`src/rtl/full_adder_sync.sv`:
```
// ---------------------------------------------------------------------------
// full_adder_sync
//   Registered ripple-carry adder. On each rising clock edge with in_valid
//   high, captures {c,s} = a + b + cin (WIDTH+1-bit unsigned result). With
//   WIDTH=1 this is the classic 1-bit full adder with registered outputs.
//   One cycle of latency, one result per clock, no backpressure. No input
//   reaches an output without passing through a register.
//
// Parameters
//   WIDTH      operand width in bits (>= 1)
//
// Ports
//   clk        in   1      rising-edge clock
//   rst        in   1      synchronous reset, active-high (priority over in_valid)
//   in_valid   in   1      qualifies a/b/cin for capture this cycle
//   a          in   WIDTH  operand A, unsigned
//   b          in   WIDTH  operand B, unsigned
//   cin        in   1      carry in
//   s          out  WIDTH  registered sum bits (wrap on overflow)
//   c          out  1      registered carry out (2^WIDTH bit)
//   out_valid  out  1      s/c were produced from a valid input last cycle
// ---------------------------------------------------------------------------
module full_adder_sync #(
  parameter int WIDTH = 1
) (
  input  logic             clk,
  input  logic             rst,
  input  logic             in_valid,
  input  logic [WIDTH-1:0] a,
  input  logic [WIDTH-1:0] b,
  input  logic             cin,
  output logic [WIDTH-1:0] s,
  output logic             c,
  output logic             out_valid
);

  // Carry chain: w_k[i] is the carry into bit i, w_k[WIDTH] is the carry out.
  logic [WIDTH:0]   w_k;
  logic [WIDTH-1:0] w_sum;

  logic [WIDTH-1:0] r_s;
  logic             r_c;
  logic             r_valid;

  // Explicit per-bit full-adder cells so the ripple structure is visible in
  // the netlist rather than left to a '+' operator.
  always_comb begin
    // NOTE: every combinational output gets a default before any conditional
    // or loop assignment, so no path leaves it unassigned and no latch forms.
    w_k    = '0;
    w_sum  = '0;
    w_k[0] = cin;
    for (int i = 0; i < WIDTH; i++) begin
      w_sum[i]  = a[i] ^ b[i] ^ w_k[i];
      w_k[i+1]  = (a[i] & b[i]) | (w_k[i] & (a[i] ^ b[i]));
    end
  end

  // Output register. Reset wins over in_valid, so a result presented in a
  // reset cycle is discarded. With in_valid low the sum/carry hold their last
  // value and only the valid flag drops.
  always_ff @(posedge clk) begin
    // NOTE: sequential state uses non-blocking assignments so every register
    // samples pre-edge values, independent of statement order.
    if (rst) begin
      r_s     <= '0;
      r_c     <= 1'b0;
      r_valid <= 1'b0;
    end else begin
      r_valid <= in_valid;
      if (in_valid) begin
        r_s <= w_sum;
        r_c <= w_k[WIDTH];
      end
    end
  end

  assign s         = r_s;
  assign c         = r_c;
  assign out_valid = r_valid;

endmodule

```
`config.mk`:
```
export PLATFORM = sky130hd
export DESIGN_NAME = full_adder_sync
export DESIGN_NICKNAME = d
export VERILOG_FILES = /design/src/rtl/full_adder_sync.sv
export SDC_FILE = /design/constraint.sdc
export NUM_CORES = 1
export LEC_CHECK = 0
export CAP_MARGIN = 20
export CORE_AREA = 3 3 40 42
export DETAILED_ROUTE_END_ITERATION = 6
export DIE_AREA = 0 0 43 45
export GPL_ROUTABILITY_DRIVEN = 0
export SLEW_MARGIN = 30
export SYNTH_ARGS = -nofsm -noshare
export SYNTH_HDL_FRONTEND = slang
export SYNTH_SLANG_ARGS = --single-unit
```
`constraint.sdc`:
```
create_clock -name clk -period 1.9 [get_ports clk]
set_input_delay 0.57 -clock clk [delete_from_list [all_inputs] [get_ports clk]]
set_output_delay 0.57 -clock clk [all_outputs]
set_load 0.01 [all_outputs]
```
* Word level (Yosys, flattened, before mapping)
Index checks and enable logic that the tools add are counted.
** Operators by class
- Bitwise logic cells :: 5
** Operator list (count)
- AND 1 bit :: 2
- bitwise XOR 1 bit :: 2
- bitwise OR 1 bit :: 1
** Word-level totals
- Input port bits :: 6
- Output and inout port bits :: 3
- Logic and storage cells :: 8
- Register bits after elaboration :: 3

* Depth between registers and ports, before layout
Gate-level depths: netlist of run 1.
- Depth after elaboration :: 3
- Gate-level depth with buffers :: 3
- Mapped depth without buffers :: 3

* Worst setup path before layout of run 1
Ideal clock, no wire load.
- Path kind :: input to register
- Start point :: in a
- End point :: reg r_s (netlist: s)
- Setup time :: 114 ps
- Required time :: 1786 ps
- Slack :: 595 ps
- Cell stages on the path :: 3
- Arrival time :: 1191 ps
- Path buffers :: 0
- Path through :: fa_1 mux2i_1 nor2_1
** Between the ends
- Word-level cells in the longest chain between the ends :: 2
** Ends and longest elaborated chain
- start, declared :: line 29 : input logic [WIDTH-1:0] a,
- bitwise XOR 1 bit (2 in series) :: line 54 : w_sum[i] = a[i] ^ b[i] ^ w_k[i];
- end signal, assigned :: line 72 : r_s <= w_sum;
- end, declared :: line 41 : logic [WIDTH-1:0] r_s;
No other way between the ends.
A chain may end at the register's enable or synchronous reset.

* Worst setup path in the final report of run 1
- Start point :: reg r_c (netlist: c)
- End point :: out c
** RTL lines
- start, declared :: line 42 : logic r_c;
- start signal, assigned :: line 73 : r_c <= w_k[WIDTH];
- end, declared :: line 33 : output logic c,
No word-level cell between the ends.

==> out/metrics.yaml, run 1 <==
status: "finished clean"
yosys.area.top_type_share_pct: 52.75
finalClockSkew_ps: 0
crit_fanout: 2
clk_pin_slew_ps: 40
cts_tree: "yes"
rsz0062_at_grt: "false"
synth_cell_types: 5
syn_area_per_cell_sq_um: 12.65
dieHeight_um: 45
drc_errors: 0
synth.net_count: 16
clock_path_buffers: 2
path_class: "reg -> out"
maxCapViolations: 0
fmax_ghz: 0.6030
synthFlopType: "dfxtp_1"
htreeDepth: 1
cts-resized-gates: 0
yosys.area.top_type: "dfxtp_1"
netlist_instances: 9
dieArea_sq_um: 1935
worst_setup_path_end_kind: "primary output"
crit_chain: "clkdlybuf4s50_1"
synth_area_leaders: "dfxtp_1 53%, fa_1 18%, mux2i_1 18%"
grt_pass1_vias: 134
postSynth.asyncResetShare_pct: 0
syn_area_sq_um: 113.9
grt_use_met2_pct: 4.790
r2r_end: "s$_SDFFE_PP0P_"
via_count: 106
finalPower_mw: 0.2145
fp-row-count: 13
ir_drop_v: 0.0001314
worst-endpoint-required_ps: 1330
seq_area_frac_synth_pct: 52.75
path_depth: 1
rr_startpoint: "s$_SDFFE_PP0P_"
p_leak_nw: 0.09510
drive_above_1_share_pct: 14.29
cts_setup_buffers: 0
synth_edf_count: 0
tightest_slew_ps: 121.5
p_per_area_nw_per_um2: 897.4
cp_slowest_cell: "clkdlybuf4s50_1"
grt_pass1_wl_um: 476
drt-total-wl_um: 293
critPathTopFamily: "buffers and inverters"
fin_crit_ps: 1658
grt.busiest_layer: "met4"
io_pins: 9
coreArea_sq_um: 1285
vias_per_cell: 2.944
grt_overflow_total: 0
floorplan.initialDensity_pct: 8.861
setup-violations-final: 0
synth_common_cells: "3 x dfxtp_1, 2 x mux2i_1, 2 x nor2_1"
detail-route-antenna-nets: 0
use_met3_pct: 6.375
grt_max_degree: 4
cts-root-buf: "clkbuf_4"
slowest_delay_ps: 540
port_buffers: 8
fin_nets: 29
drt_iter0_markers: 3
max-slew-margin-rel_pct: 91.67
numCtsBuffers: 3
antenna_found_initial: 0
worst_setup_path_start_kind: "register"
diodes: 0
die_w_um: 43
hp-class: "reg -> reg"
fin_crit_sh_pct: 87.29
slew_violations: 0
avgRoutedWirePerCell_um: 8.139
worst-path-buf-inv: 1
area_growth_pct: 109.9
yosys.cell_count.top_type: "dfxtp_1"
hold_viol_final: 0
utilization_pct: 18.60
clock_latency_ps: 230
cp-startpoint: "c$_SDFFE_PP0P_"
fillers: 158
ys_ff_latch: 3
reg2reg_slack_ps: 1320
grt_usage_pct: 4.583
cts_num_sinks: 3
reg2reg_depth: 2
setup_tns_ps: 0
yosysWarnings: 0
dr.pass1.iters: 2
cp-endpoint: "c"
use_met1_pct: 2.657
cts_hold_buf: 0
cp.arrival_ps: 1090
-- final cells by class --
| cell class | instances | area (sq um) | share of cell area (%) |
|---|---|---|---|
| Clock buffer | 4 | 26.28 | 10.99 |
| Multi-Input combinational cell | 6 | 53.80 | 22.51 |
| Sequential cell | 3 | 60.06 | 25.13 |
| Tap cell | 15 | 18.77 | 7.853 |
| Timing Repair Buffer | 8 | 80.08 | 33.51 |
-- kinds of logic after synthesis --
kind of cell / Yosys count / synth area share (%)
mux: 2 / 17.58
simple gates: 3 / 12.09
fa+ha+maj: 1 / 17.58
flops: 3 / 52.75
-- power by group --
part | switching [mW] | internal [mW]
logic | 0.0112 | 0.0218
clock network | 0.0330 | 0.0787
registers | 0.00178 | 0.0680
total | 0.0459 | 0.169
-- worst min-delay path by stage --
| stage | cells after the start | from | end |
|---|---|---|---|
| after floorplan | 2 | c$_SDFFE_PP0P_ | c$_SDFFE_PP0P_ |
| final | 2 | c$_SDFFE_PP0P_ | c$_SDFFE_PP0P_ |
| after global routing | 2 | s$_SDFFE_PP0P_ | s$_SDFFE_PP0P_ |
| after detailed placement | 2 | c$_SDFFE_PP0P_ | c$_SDFFE_PP0P_ |
| after global placement | 2 | s$_SDFFE_PP0P_ | s$_SDFFE_PP0P_ |
| after CTS | 2 | c$_SDFFE_PP0P_ | c$_SDFFE_PP0P_ |
-- through the flow --
stage                     hold slack, ps  instances  setup slack (ps)  cell area [sq um]
after floorplan                    527.9          9             594.8              113.9
after global placement             483.5         32             113.8              212.7
final                              488.3         36             241.5              239.0
after detailed placement           486.7         32             101.6              212.7
after global routing               525.6         36             197.3              239.0
after CTS                          496.0         36             225.0              239.0
-- flip-flops by register name (all words and copies together) (netlist names) --
name	count
out_valid	1
c	1
s	1
-- layer usage --
metal	part of all wire, %	up-vias	wire, um
met5	0	-	0
met2	46	6	134
met4	0	0	0
met1	37	48	108
li1	-	52	-
met3	17	0	50
-- placed cells by master (no fill, tap or decap) --
cell type,instances
clkbuf_1,1
nor2_1,2
clkdlybuf4s50_1,8
clkbuf_4,3
nor2b_1,1
fa_1,1
dfxtp_1,3
mux2i_1,2
No activity file was read; power rests on OpenSTA's default activity.
==> inputs of run 2 (changes only) <==
--- a/config.mk
+++ b/config.mk
@@ -10,6 +10,7 @@
 export DETAILED_ROUTE_END_ITERATION = 6
 export DIE_AREA = 0 0 43 45
 export GPL_ROUTABILITY_DRIVEN = 0
+export PLACE_DENSITY = 0.37
 export SLEW_MARGIN = 30
 export SYNTH_ARGS = -nofsm -noshare
 export SYNTH_HDL_FRONTEND = slang
==> out/metrics.yaml, run 2 (synthesis gave the netlist of run 1 again) <==
status: "finished clean"  # unchanged
grt_max_degree: 4  # unchanged
drt_iter0_markers: 1  # was 3
crit_fanout: 2  # unchanged
worst_setup_path_start_kind: "register"  # unchanged
grt_usage_pct: 4.341  # was 4.583%
dpl_cell_area_sq_um: 212.7  # unchanged
antenna_found_initial: 0  # unchanged
diodes: 0  # unchanged
drt-total-wl_um: 299  # was 293 um
p_leak_nw: 0.09510  # unchanged
cp.arrival_ps: 1100  # was 1090 ps
rsz0062_at_grt: "false"  # unchanged
clock_latency_ps: 230  # about the same
cts_setup_buffers: 0  # unchanged
dieHeight_um: 45  # unchanged
grt_overflow_total: 0  # unchanged
finalClockSkew_ps: 0  # unchanged
fp-row-count: 13  # unchanged
hp-class: "reg -> reg"  # unchanged
final_common_cell: "clkdlybuf4s50_1"  # unchanged
drive_above_1_share_pct: 14.29  # unchanged
coreArea_sq_um: 1285  # unchanged
grt_pass1_wl_um: 483  # was 476 um
dieArea_sq_um: 1935  # unchanged
via_count: 115  # was 106
port_buffers: 8  # unchanged
setup_ws_ps: 227.3  # was 241.5 ps
p_clk_share_pct: 52.3  # was 52.1%
cts_num_sinks: 3  # unchanged
p_per_area_nw_per_um2: 902.2  # was 897.4 nW/um^2
cts-resized-gates: 0  # unchanged
dp_slack_ps: 117.2  # was 101.6 ps
crit_chain: "clkdlybuf4s50_1"  # unchanged
io_pins: 9  # unchanged
drc_errors: 0  # unchanged
floorplan.initialDensity_pct: 8.861  # unchanged
numCtsBuffers: 3  # unchanged
area_growth_pct: 109.9  # unchanged
fin_area_sq_um: 239.0  # unchanged
slowest_delay_ps: 540  # about the same
p_int_mw: 0.1685  # about the same
fin_crit_ps: 1673  # was 1658 ps
combPwrFrac_pct: 15.2  # was 15.4%
clk_pin_slew_ps: 40  # about the same
cts_hold_buf: 0  # unchanged
vias_per_cell: 3.194  # was 2.944
dr.pass1.iters: 4  # was 2
netSwitchingFraction_pct: 21.84  # was 21.42%
clock_path_buffers: 2  # unchanged
final_cells: 36  # unchanged
fin_nets: 29  # unchanged
final_cell_mix: "8 x clkdlybuf4s50_1, 3 x dfxtp_1, 3 x clkbuf_4"  # unchanged
p_seq_share_pct: 32.5  # about the same
hold_viol_final: 0  # unchanged
switchingPower_mw: 0.04709  # was 0.04594 mW
ir_drop_v: 0.0002184  # was 0.0001314 V
fin_crit_sh_pct: 88.04  # was 87.29%
worst-endpoint-required_ps: 1330  # about the same
critPathTopFamily: "buffers and inverters"  # unchanged
setup-violations-final: 0  # unchanged
worst-path-buf-inv: 1  # unchanged
detail-route-antenna-nets: 0  # unchanged
maxCapViolations: 0  # unchanged
worst_setup_path_end_kind: "primary output"  # unchanged
setup_tns_ps: 0  # unchanged
tightest_slew_ps: 116.0  # was 121.5 ps
dp.cells: 32  # unchanged
finalPower_mw: 0.2156  # was 0.2145 mW
cts-root-buf: "clkbuf_4"  # unchanged
path_class: "reg -> out"  # unchanged
htreeDepth: 1  # unchanged
die_w_um: 43  # unchanged
cts_tree: "yes"  # unchanged
cp_slowest_cell: "clkdlybuf4s50_1"  # unchanged
grt_pass1_vias: 114  # was 134
avgRoutedWirePerCell_um: 8.306  # was 8.139 um
slew_violations: 0  # unchanged
max-slew-margin-rel_pct: 92.04  # was 91.67%
fmax_ghz: 0.5978  # was 0.6030 GHz
fillers: 143  # was 158
-- run 2: cell counts in the layout (fill, tap and decap cells not counted) --
No cell type changed its count.
-- run 2: worst paths after layout --
kind / slack (ps) / startpoint / cells after the start / end
worst max-delay path: 230 / c$_SDFFE_PP0P_ / 1 / c
worst min-delay path: 500 / s$_SDFFE_PP0P_ / 2 / s$_SDFFE_PP0P_
worst max register to register: 1310 / c$_SDFFE_PP0P_ / 2 / c$_SDFFE_PP0P_
worst min register to register: 500 / s$_SDFFE_PP0P_ / 2 / s$_SDFFE_PP0P_
-- run 2: stage by stage --
stage          util [%]  hold WS (ps)
2_1_floorplan         -         527.9
3_3_place_gp      16.55         474.4
3_5_place_dp      16.55         492.5
4_1_cts           18.60         503.0
5_1_grt           18.60         560.1
6_report          18.60         497.3
-- run 2: routing by layer --
layer	wire length [um]	track usage (%)
met5	0	0
met4	6	7.229
met3	48	5.179
met2	125	3.593
met1	119	3.641
-- run 2: cell type report --
cell class | count | area [sq um] | area share, %
clock buffers | 4 | 26.28 | 10.99
multi-input cells | 6 | 53.80 | 22.51
flip-flops and latches | 3 | 60.06 | 25.13
well taps | 15 | 18.77 | 7.853
repair buffers | 8 | 80.08 | 33.51
-- run 2: power by group through the flow --
stage | Clock (mW) | Combinational [mW] | Sequential (mW)
floorplan | 0 | 0.00765 | 0.0730
global placement | 0 | 0.0329 | 0.0708
detailed placement | 0 | 0.0330 | 0.0712
CTS | 0.121 | 0.0332 | 0.0702
global route | 0.130 | 0.0352 | 0.0708
finish | 0.113 | 0.0327 | 0.0701
